[src/rtl/pipe_pkg.sv]
// Shared types for the inter-stage pipeline buffers: occupancy state encoding,
// the NOP control word and the ID/EX payload layouts used to size DATA_W/CTRL_W.
package pipe_pkg;

    // Occupancy of one stage: encoding doubles as the o_count value.
    typedef enum logic [1:0] {
        PS_EMPTY = 2'd0,
        PS_BUSY  = 2'd1,
        PS_FULL  = 2'd2
    } pipe_state_e;

    // An all-zero control word never writes the register file or memory.
    localparam CTRL_NOP = '0;

    // ID/EX data payload: program counters, immediate and source operands.
    typedef struct packed {
        logic [31:0] pc;
        logic [31:0] pc_plus4;
        logic [31:0] imm;
        logic [31:0] rs1_data;
        logic [31:0] rs2_data;
    } id_ex_data_t;

    // ID/EX control payload: every enable is active-high so zero is a bubble.
    typedef struct packed {
        logic       rd_wren;
        logic       mem_wren;
        logic       mem_rden;
        logic [1:0] wb_sel;
        logic [3:0] alu_op;
        logic       alu_src_imm;
        logic       branch;
        logic       jump;
        logic [2:0] funct3;
        logic       rsvd;
    } id_ex_ctrl_t;

    localparam int ID_EX_DATA_W = $bits(id_ex_data_t);
    localparam int ID_EX_CTRL_W = $bits(id_ex_ctrl_t);

endpackage

[src/rtl/pipe_entry_reg.sv]
// One pipeline slot: data, control and valid held together.
// Clearing drops valid and zeroes control in the same edge; data is held.
module pipe_entry_reg
    import pipe_pkg::*;
#(
    parameter int DATA_W = 160,
    parameter int CTRL_W = 16
) (
    input  logic              i_clk,
    input  logic              i_rst,
    input  logic              i_load,
    input  logic              i_clear,
    input  logic [DATA_W-1:0] i_data,
    input  logic [CTRL_W-1:0] i_ctrl,
    output logic              o_valid,
    output logic [DATA_W-1:0] o_data,
    output logic [CTRL_W-1:0] o_ctrl
);

    logic              r_valid;
    logic [DATA_W-1:0] r_data;
    logic [CTRL_W-1:0] r_ctrl;

    // Slot register: clear has priority over load so a squash always wins.
    always_ff @(posedge i_clk or posedge i_rst) begin
        if (i_rst) begin
            r_valid <= 1'b0;
            r_data  <= {DATA_W{1'b0}};
            r_ctrl  <= {CTRL_W{1'b0}};
        end else if (i_clear) begin
            r_valid <= 1'b0;
            r_ctrl  <= CTRL_W'(CTRL_NOP);
        end else if (i_load) begin
            r_valid <= 1'b1;
            r_data  <= i_data;
            r_ctrl  <= i_ctrl;
        end else begin
            r_valid <= r_valid;
            r_data  <= r_data;
            r_ctrl  <= r_ctrl;
        end
    end

    assign o_valid = r_valid;
    assign o_data  = r_data;
    assign o_ctrl  = r_ctrl;

endmodule

[src/rtl/pipe_stage_buf.sv]
// Inter-stage pipeline register with valid/ready handshake, optional 2-entry
// skid buffer, hazard stall, flush and bubble insertion that zeroes control.
module pipe_stage_buf
    import pipe_pkg::*;
#(
    parameter int DATA_W  = 160,
    parameter int CTRL_W  = 16,
    parameter int SKID_EN = 1
) (
    input  logic              i_clk,
    input  logic              i_rst,
    input  logic              i_flush,
    input  logic              i_stall,
    input  logic              s_valid,
    output logic              s_ready,
    input  logic [DATA_W-1:0] s_data,
    input  logic [CTRL_W-1:0] s_ctrl,
    output logic              m_valid,
    input  logic              m_ready,
    output logic [DATA_W-1:0] m_data,
    output logic [CTRL_W-1:0] m_ctrl,
    output logic [1:0]        o_count
);

    pipe_state_e       r_state;
    pipe_state_e       w_state_next;
    logic              r_s_ready;

    logic              w_in;
    logic              w_out;
    logic              w_main_load;
    logic              w_main_clear;
    logic [DATA_W-1:0] w_main_din;
    logic [CTRL_W-1:0] w_main_cin;
    logic              w_skid_load;
    logic              w_skid_clear;
    logic              w_skid_valid;
    logic [DATA_W-1:0] w_skid_data;
    logic [CTRL_W-1:0] w_skid_ctrl;

    // With the skid present s_ready comes from a flop; without it the single
    // slot can refill in the same cycle it drains, so ready follows m_ready.
    assign s_ready = (SKID_EN != 0) ? (r_s_ready & ~i_stall)
                                    : ((~m_valid | m_ready) & ~i_stall);

    // s_ready already carries the stall term.
    assign w_in  = s_valid & s_ready & ~i_flush;
    assign w_out = m_valid & m_ready & ~i_stall;

    // Occupancy straight from the state register.
    assign o_count[0] = (r_state == PS_BUSY);
    assign o_count[1] = (SKID_EN != 0) ? (r_state == PS_FULL) : 1'b0;

    // Next-state and slot load/clear decode: flush beats stall beats handshake.
    always_comb begin
        w_state_next = r_state;
        w_main_load  = 1'b0;
        w_main_clear = 1'b0;
        w_main_din   = s_data;
        w_main_cin   = s_ctrl;
        w_skid_load  = 1'b0;
        w_skid_clear = 1'b0;
        if (i_flush) begin
            w_state_next = PS_EMPTY;
            w_main_clear = 1'b1;
            w_skid_clear = 1'b1;
        end else if (i_stall) begin
            w_state_next = r_state;
        end else begin
            case (r_state)
                PS_EMPTY: begin
                    if (w_in) begin
                        w_main_load  = 1'b1;
                        w_state_next = PS_BUSY;
                    end else begin
                        w_state_next = PS_EMPTY;
                    end
                end
                PS_BUSY: begin
                    if (w_in && w_out) begin
                        w_main_load  = 1'b1;
                        w_state_next = PS_BUSY;
                    end else if (w_in && (SKID_EN != 0)) begin
                        w_skid_load  = 1'b1;
                        w_state_next = PS_FULL;
                    end else if (w_out) begin
                        // Drain with no refill: bubble, control zeroed.
                        w_main_clear = 1'b1;
                        w_state_next = PS_EMPTY;
                    end else begin
                        w_state_next = PS_BUSY;
                    end
                end
                PS_FULL: begin
                    if (w_out && w_skid_valid) begin
                        w_main_load  = 1'b1;
                        w_main_din   = w_skid_data;
                        w_main_cin   = w_skid_ctrl;
                        w_skid_clear = 1'b1;
                        w_state_next = PS_BUSY;
                    end else if (w_out) begin
                        // Skid unexpectedly empty: never copy stale contents.
                        w_main_clear = 1'b1;
                        w_state_next = PS_EMPTY;
                    end else begin
                        w_state_next = PS_FULL;
                    end
                end
                default: begin
                    w_main_clear = 1'b1;
                    w_skid_clear = 1'b1;
                    w_state_next = PS_EMPTY;
                end
            endcase
        end
    end

    // State register and registered upstream ready (ready unless about to be full).
    always_ff @(posedge i_clk or posedge i_rst) begin
        if (i_rst) begin
            r_state   <= PS_EMPTY;
            r_s_ready <= 1'b1;
        end else begin
            r_state   <= w_state_next;
            r_s_ready <= (w_state_next != PS_FULL);
        end
    end

    pipe_entry_reg #(
        .DATA_W (DATA_W),
        .CTRL_W (CTRL_W)
    ) u_main (
        .i_clk   (i_clk),
        .i_rst   (i_rst),
        .i_load  (w_main_load),
        .i_clear (w_main_clear),
        .i_data  (w_main_din),
        .i_ctrl  (w_main_cin),
        .o_valid (m_valid),
        .o_data  (m_data),
        .o_ctrl  (m_ctrl)
    );

    generate
        if (SKID_EN != 0) begin : g_skid
            pipe_entry_reg #(
                .DATA_W (DATA_W),
                .CTRL_W (CTRL_W)
            ) u_skid (
                .i_clk   (i_clk),
                .i_rst   (i_rst),
                .i_load  (w_skid_load),
                .i_clear (w_skid_clear),
                .i_data  (s_data),
                .i_ctrl  (s_ctrl),
                .o_valid (w_skid_valid),
                .o_data  (w_skid_data),
                .o_ctrl  (w_skid_ctrl)
            );
        end else begin : g_no_skid
            assign w_skid_valid = 1'b0;
            assign w_skid_data  = {DATA_W{1'b0}};
            assign w_skid_ctrl  = {CTRL_W{1'b0}};
        end
    endgenerate

endmodule
[config.mk]
export PLATFORM = sky130hd
export DESIGN_NAME = pipe_stage_buf
export DESIGN_NICKNAME = d
export VERILOG_FILES = /design/src/rtl/pipe_pkg.sv /design/src/rtl/pipe_entry_reg.sv /design/src/rtl/pipe_stage_buf.sv
export SDC_FILE = /design/constraint.sdc
export NUM_CORES = 1
export LEC_CHECK = 0
export CAP_MARGIN = 20
export CORE_ASPECT_RATIO = 2
export CORE_MARGIN = 2
export CORE_UTILIZATION = 50
export DETAILED_ROUTE_END_ITERATION = 12
export PLACE_DENSITY_LB_ADDON = 0.1
export SYNTH_ARGS = -nofsm -noshare
export SYNTH_HDL_FRONTEND = slang
export SYNTH_SLANG_ARGS = --single-unit
[constraint.sdc]
create_clock -name i_clk -period 13.9 [get_ports i_clk]
set_input_delay 2.78 -clock i_clk [delete_from_list [all_inputs] [get_ports i_clk]]
set_output_delay 2.78 -clock i_clk [all_outputs]
set_load 0.02 [all_outputs]
After elaboration in Yosys (flattened, before gate mapping) --
Cells that the tools add are included.
Word-level totals: memory bits (read-only) 0, bits in latches 0, memories 0, logic and storage cells 73, register bits after elaboration 357, RAM bits 0, bits of input ports 182
Operators by class: eq/ne operators 3, multiply operators 0, muxes and demuxes 45, bitwise logic cells 9, div/mod/pow operators 0, magnitude comparators 0, shift-type cells 0, reductions and logical operators 8, $add $sub $neg 0
Operator list (count):
- $mux 160 | 4
- $mux 16 | 8
- $mux 1 | 23
- $mux 2 | 6
- $pmux 1 s3 | 2
- $pmux 2 s3 | 1
- $and 1x1->1 | 5
- $not 1->1 | 4
- $reduce_and 2->1 | 2
- $reduce_bool 2->1 | 2
- $eq 2x1->1 const B | 1
- $eq 2x2->1 const B | 1
- $logic_and 1x1->1 | 2
- $logic_not 2->1 | 1
- $ne 2x2->1 const B | 1
- $pmux 1 s2 | 1
- $reduce_or 2->1 | 1

Logic depth before layout (Yosys ltp) --
Gate-level depths: netlist (run 1).
word-level depth 11, depth in mapped cells 10, depth with buffers taken out 7

Hierarchy --
Synthesis (run 1) repeated with hierarchy kept, for this count alone.
Second synthesis, totals: cell total of the unflattened synthesis 1019, area, all modules 16973.8 um^2
Modules (own cells, without submodules):
- pipe_entry_reg | sequential area each 4429.2 um^2, area an instance 7083.0 um^2, instances 2, cells an instance 395
- pipe_stage_buf | sequential area each 76.3 um^2, area an instance 2807.7 um^2, instances 1, cells an instance 229

Worst setup path before layout (run 1) --
No wires, ideal clock.
path type input to output, start point input port i_stall, end point output port s_ready, path buffers 1, stages 2, path slack 7.878 ns, arrival 3.242 ns, data required time 11.120 ns, cell sequence buf_2 nor2b_1
On the way: cells in the longest elaborated chain, start to end 2
RTL lines:
- from (decl) | RTL line pipe_stage_buf.sv:13 | input logic i_stall,
- $not 1->1 | RTL line pipe_stage_buf.sv:43 | assign s_ready = (SKID_EN != 0) ? (r_s_ready & ~i_stall)
- $and 1x1->1 | RTL line pipe_stage_buf.sv:43
- to (decl) | RTL line pipe_stage_buf.sv:15 | output logic s_ready,
No other way between the ends.

Worst setup path after layout (run 1) --
Same ends and word-level chain as after synthesis.

==> results.txt, run 1 <==
status = finished clean
critical-path cell list = clkdlybuf4s50_1, nor2b_1, clkdlybuf4s50_1
DRT antenna net count = 0
Metal-1 WL = 13400 um
Cell Area, Synth = 15580 um2
DRC errors left = 0
Post-DP HPWL = 24490 um
die extent in y = 253.7 um
met2 WL = 19540 um
commonest non-fill, non-tap cell in the layout = mux2_2
top-area cell type share of the netlist area = 57.17%
Critical Path Most Common Cell = clkdlybuf4s50_1
nets = 1552
Cell Area, Placed = 19320 um2
Initial Util = 50.69%
worst path buffer plus inverter count = 2
Std-Cell Rows = 91
met3 WL post-DR = 2421 um
Synthesized Nets = 1213
Synth Area in Compound Gates = 2.329%
largest family of logic cells by synthesized area = multiplexers
IO Port Bufs = 361
worst-margin pin slew = 1044 ps
Multi-input gate area = 6193 um2
commonest cells after routing, fill and taps aside = 467 x mux2_2, 361 x clkdlybuf4s50_1, 356 x dfrtp_1
cells after synthesis = 1028
vias in the first global route = 10460
Mean Syn Cell Area = 15.16 um2
sw frac = 26.57%
sequential share of the synthesized area = 57.34%
Post-synth ARST share = 100.0%
Crit path max-delay family = buffers and inverters
post-route minimum period = 7061 ps
Worst-path clk slew = 50 ps
drt total wl = 36790 um
Post-CTS Setup Repair Bufs = 0
worst-case clock skew = 10.51 ps
Crit Path Max Fanout = 10
layout cells sized above 1 = 38.43%
CP arrival = 4280 ps
Vias/cell = 5.509
Final Setup Violations = 0
cell taking the most area after synthesis = dfrtp_1
Ports = 362
Worst Hold Class = flop to flop
htree depth = 2
# fillers = 2276
distinct cell type count after synthesis = 35
maxcap violations = 0
clock power share = 33.2%
Reg power frac = 43.7%
Setup TNS = 0 ps
Synth Area in XOR/XNOR = 0%
worst vdd ir = 0.1256 mV
Synth area leaders = dfrtp_1 57%, mux2_2 34%, buf_6 1.6%
core footprint = 30740 um2
Overflow after GRT = 0
synthesis-to-layout area growth = 31.52%
GRT Util Overall = 22.52%
largest net degree at the start of global routing = 155
Worst slew margin = 30.41%
CTS Root Cell = clkbuf_16
clk buf depth = 3
max incr delay on CP = 650 ps
via count = 9745
Clock Sinks = 357
CP Data Required Time = 11120 ps
die footprint = 32680 um2
die width = 128.8 um
initial antenna violation count = 5
Slowest cell on crit path = clkdlybuf4s50_1
Net Sw Power = 0.0007702 W
power share of the combinational group = 23.0%
Reg area = 8935 um2
Hold Vio Cnt, Final = 0
final worst path period share = 50.80%
CP Class = input pin to output pin
Main synth FF type = dfrtp_1
Cell Pwr Density = 141.5 nW/um2
Post-synth EDFFs = 0
Final GP Congestion = 0.7819
hold buffers post-CTS = 0
drt wl/cell = 20.80 um
highest routed layer = met4
Worst-Skew Late Latency = 520 ps
first-pass GRT wire length = 57350 um
unrepaired setup endpoints after global routing = false
Startpoint Class = input pin
Placed Cells = 1703
drt initial violations = 452
final std cells w/o fill = 1769
Pre-Repair DR Iteration Count = 4
mux contribution to synthesized area = 34.82%
Adder-Cell Fraction of Synth Area = 0.2409%
CP Capture Type = output pin
Synth warnings = 0
simple-gate area share of the yosys netlist = 2.248%
Leak = 9.013 nW
#FFs+latches synth = 357
TritonCTS Buffers = 34
design area = 20490 um2
Pins Over Slew Limit = 0
maximum clock rate = 141.6 MHz
# resized after CTS = 0
CTS tree = yes
cell-internal power = 0.002129 W
power by group through the flow:
| stage | registers (W) | clock network (W) | logic, W |
|---|---|---|---|
| finish | 0.00127 | 0.000963 | 0.000668 |
| global route | 0.00129 | 0.00103 | 0.000707 |
| CTS | 0.00127 | 0.000991 | 0.000678 |
| detailed placement | 0.00129 | 0 | 0.000675 |
| global placement | 0.00128 | 0 | 0.000666 |
| floorplan | 0.00142 | 0 | 0.000183 |
path summary, 6_finish.rpt:
kind	to	slack, ps	from	depth (start not counted)
worst min register to register	g_skid.u_skid.o_data[60]	500	g_skid.u_skid.o_data[60]	1
worst min-delay path	g_skid.u_skid.o_data[60]	500	g_skid.u_skid.o_data[60]	1
min in group asynchronous	g_skid.u_skid.o_data[29]	2830	i_rst	2
worst max-delay path	s_ready	6840	i_stall	3
worst max register to register	u_main.o_ctrl[5]	10460	r_state[0]	5
max in group asynchronous	g_skid.u_skid.o_data[144]	9610	i_rst	3
metrics by stage:
stage | hold slack (ps) | worst slack (ps) | util, % | total power [W]
floorplan | 465.7 | 1216 | - | 0.001602
global placement | 481.5 | 6860 | 62.85 | 0.001946
detailed placement | 481.0 | 6838 | 62.85 | 0.001964
CTS | 504.4 | 6843 | 66.62 | 0.002939
global route | 516.4 | 6731 | 66.66 | 0.003022
finish | 498.0 | 6839 | 66.66 | 0.002899
worst reg2reg max path, cell delays in order (launching register included):
cell	delay, ps
dfrtp_1	470
and2b_1	260
or3b_4	690
buf_4	840
nand2_1	660
a311oi_1	410
flip-flops by register name, indices dropped and copies added, names as in the netlist:
name,flops
r_state,2
u_main.o_ctrl,16
r_s_ready,1
g_skid.u_skid.o_ctrl,16
u_main.o_data,160
u_main.o_valid,1
g_skid.u_skid.o_valid,1
g_skid.u_skid.o_data,160
cells by family (layout without fill, tap and decap cells):
logic type	count (synthesis)	in the layout
muxes	482	482
DFF	357	357
and+or+nand+nor	73	73
buffers and inverters	72	436
AOI/OAI and AO/OA	41	41
adders and majority gates	3	3
other	0	5
Yosys cell counts, drive strengths merged (2+ instances only):
| library cell | n |
|---|---|
| nor3b | 4 |
| a22o | 16 |
| clkbuf | 19 |
| ha | 3 |
| mux2 | 480 |
| buf | 50 |
| nand2 | 35 |
| nor2b | 2 |
| a21oi | 2 |
| a311oi | 16 |
| inv | 3 |
| mux2i | 2 |
| nor2 | 6 |
| nor3 | 18 |
| dfrtp | 356 |
final cells by class:
type,instances,share of cell area [%]
diodes,5,0.06105
clock buffers,58,5.342
clock inverters,3,0.3175
inverters,3,0.09158
multi-input cells,599,30.22
flip-flops and latches,357,43.60
well taps,372,2.271
repair buffers,372,18.10
per-layer routing:
layer	vias up	global-route usage, %
met5	-	0
met4	0	9.938
met3	75	5.895
met2	278	39.74
met1	5002	25.32
li1	4390	-
Power figures use the tool's default switching activity.
==> run 2, diff against run 1 <==
Settings changed: CORE_UTILIZATION 50 to 46.
Clock period 13.9 ns to 6.2 ns, I/O delays scaled along.
==> run 2 against run 1 <==
Against the previous run: largest power group unchanged; count of clock-buffer cells in the layout shrank 7; critical endpoint unchanged; power grew 130%; routed wire length shrank 0.70%; sequential cell count is the same; clock power grew 130%; worst hold slack gained 2.2 ps; clock skew is essentially flat.
==> results.txt, run 2 (synthesized netlist as in run 1, its figures left out) <==
status = finished clean
unrepaired setup endpoints after global routing = false
worst vdd ir = 0.2590 mV (+110%)
Worst Hold Class = flop to flop
Final Setup Violations = 0 (unchanged)
Initial Util = 46.49% (-4.2 points)
Pwr Total = 0.006566 W (+130%)
Reg power frac = 43.3% (-0.4 points)
Setup TNS = 0 ps (unchanged)
CP arrival = 2640 ps (-1640 ps)
first-pass GRT wire length = 57750 um (+0.69%)
Crit Path Max Fanout = 10 (unchanged)
Multi-input gate area = 6193 um2 (unchanged)
Overflow after GRT = 0 (unchanged)
drt wl/cell = 19.94 um (-4.1%)
CP Data Required Time = 4960 ps (-6160 ps)
Reg area = 8935 um2 (unchanged)
# fillers = 2647 (+16%)
vias in the first global route = 10300 (-1.5%)
Std-Cell Rows = 95 (+4.4%)
pre-CTS WS = 1923 ps (-4915 ps)
Post-CTS Setup Repair Bufs = 0 (unchanged)
Pre-Repair DR Iteration Count = 4 (unchanged)
drt initial violations = 325 (-28%)
Worst-path clk slew = 60 ps (about the same)
Cell Pwr Density = 317.4 nW/um2 (+120%)
worst-case clock skew = 10.02 ps (-0.4829 ps)
Worst-Skew Late Latency = 520 ps (about the same)
CTS Root Cell = clkbuf_16
largest net degree at the start of global routing = 172 (+11%)
sw frac = 26.33% (-0.23 points)
drt total wl = 36540 um (-0.70%)
CTS tree = yes
die width = 134.1 um (+4.1%)
nets = 1552 (unchanged)
via count = 9621 (-1.3%)
commonest cells after routing, fill and taps aside = 467 x mux2_2, 361 x clkdlybuf4s50_1, 356 x dfrtp_1
final worst path period share = 62.57%
htree depth = 2 (unchanged)
DRC errors left = 0 (unchanged)
power share of the combinational group = 22.8% (-0.2 points)
initial antenna violation count = 9 (+4)
commonest non-fill, non-tap cell in the layout = mux2_2
Hold Vio Cnt, Final = 0 (unchanged)
final std cells w/o fill = 1832 (+3.6%)
layout cells sized above 1 = 38.69% (+0.25 points)
Final GP Congestion = 0.7777 (-0.54%)
Final WS setup = 2320 ps (-4519 ps)
Ports = 362 (unchanged)
die extent in y = 264.3 um (+4.2%)
Vias/cell = 5.252 (-4.7%)
GRT Util Overall = 20.65% (-1.9 points)
Clock Sinks = 357 (unchanged)
synthesis-to-layout area growth = 32.78%
die footprint = 35450 um2 (+8.5%)
TritonCTS Buffers = 35 (+2.9%)
Worst slew margin = 31.31% (+0.90 points)
post-route minimum period = 3880 ps
Startpoint Class = input pin
cell-internal power = 0.004837 W (+130%)
Placed Cells = 1766 (+3.7%)
# resized after CTS = 0 (unchanged)
clock power share = 33.9% (+0.7 points)
hold buffers post-CTS = 0 (unchanged)
core footprint = 33520 um2 (+9.0%)
Pins Over Slew Limit = 0 (unchanged)
maxcap violations = 0 (unchanged)
DRT antenna net count = 0 (unchanged)
Post-DP HPWL = 24140 um (-1.5%)
IO Port Bufs = 361 (unchanged)
clk buf depth = 3 (unchanged)
worst-margin pin slew = 1030 ps (-13.48 ps)
CP Capture Type = output pin
Leak = 9.052 nW (+0.44%)
maximum clock rate = 257.8 MHz
Net Sw Power = 0.001729 W (+120%)
post-layout util = 61.73% (-4.9 points)
CP Class = input pin to output pin
[run 2: power groups by stage]
| stage | clock [W] | combinational, W | sequential (W) |
|---|---|---|---|
| floorplan | 0 | 0.000410 | 0.00318 |
| global placement | 0 | 0.00149 | 0.00288 |
| detailed placement | 0 | 0.00151 | 0.00289 |
| CTS | 0.00230 | 0.00152 | 0.00285 |
| global route | 0.00238 | 0.00158 | 0.00289 |
| finish | 0.00223 | 0.00150 | 0.00284 |
[run 2: worst max-delay path, stage by stage]
cell	delay (ps)
clkdlybuf4s50_1	560
nor2b_1	160
clkdlybuf4s50_1	670
[run 2: through the flow]
step           hold slack [ps]  instance area, um2
2_1_floorplan            465.7               15590
3_3_place_gp             481.9               19480
3_5_place_dp             481.0               19480
4_1_cts                  502.7               20670
5_1_grt                  516.4               20690
6_report                 500.3               20690
[run 2: path summary, 6_finish.rpt]
check | start | to | slack [ps] | cells after the start
worst max-delay path | i_stall | s_ready | 2320 | 3
worst min-delay path | g_skid.u_skid.o_ctrl[10] | g_skid.u_skid.o_ctrl[10] | 500 | 1
worst max register to register | r_state[0] | u_main.o_data[103] | 3370 | 5
worst min register to register | g_skid.u_skid.o_ctrl[10] | g_skid.u_skid.o_ctrl[10] | 500 | 1
max in group asynchronous | i_rst | g_skid.u_skid.o_data[121] | 3760 | 3
min in group asynchronous | i_rst | u_main.o_data[42] | 1100 | 2
[run 2: final cells by class]
type                            count  share of cell area [%]
Clock inverter                      7                  0.6531
Antenna cell                        8                 0.09675
Inverter                            3                 0.07256
Multi-Input combinational cell    599                   29.93
Tap cell                          436                   2.637
Sequential cell                   357                   43.18
Clock buffer                       51                   5.116
Timing Repair Buffer              371                   18.31
[run 2: metal layers]
metal	GRT usage, %	vias up	routed length [um]
met2	35.83	275	19080
li1	-	4379	-
met5	0	-	11
met3	5.392	67	2376
met4	9.730	2	1350
met1	23.58	4898	13720
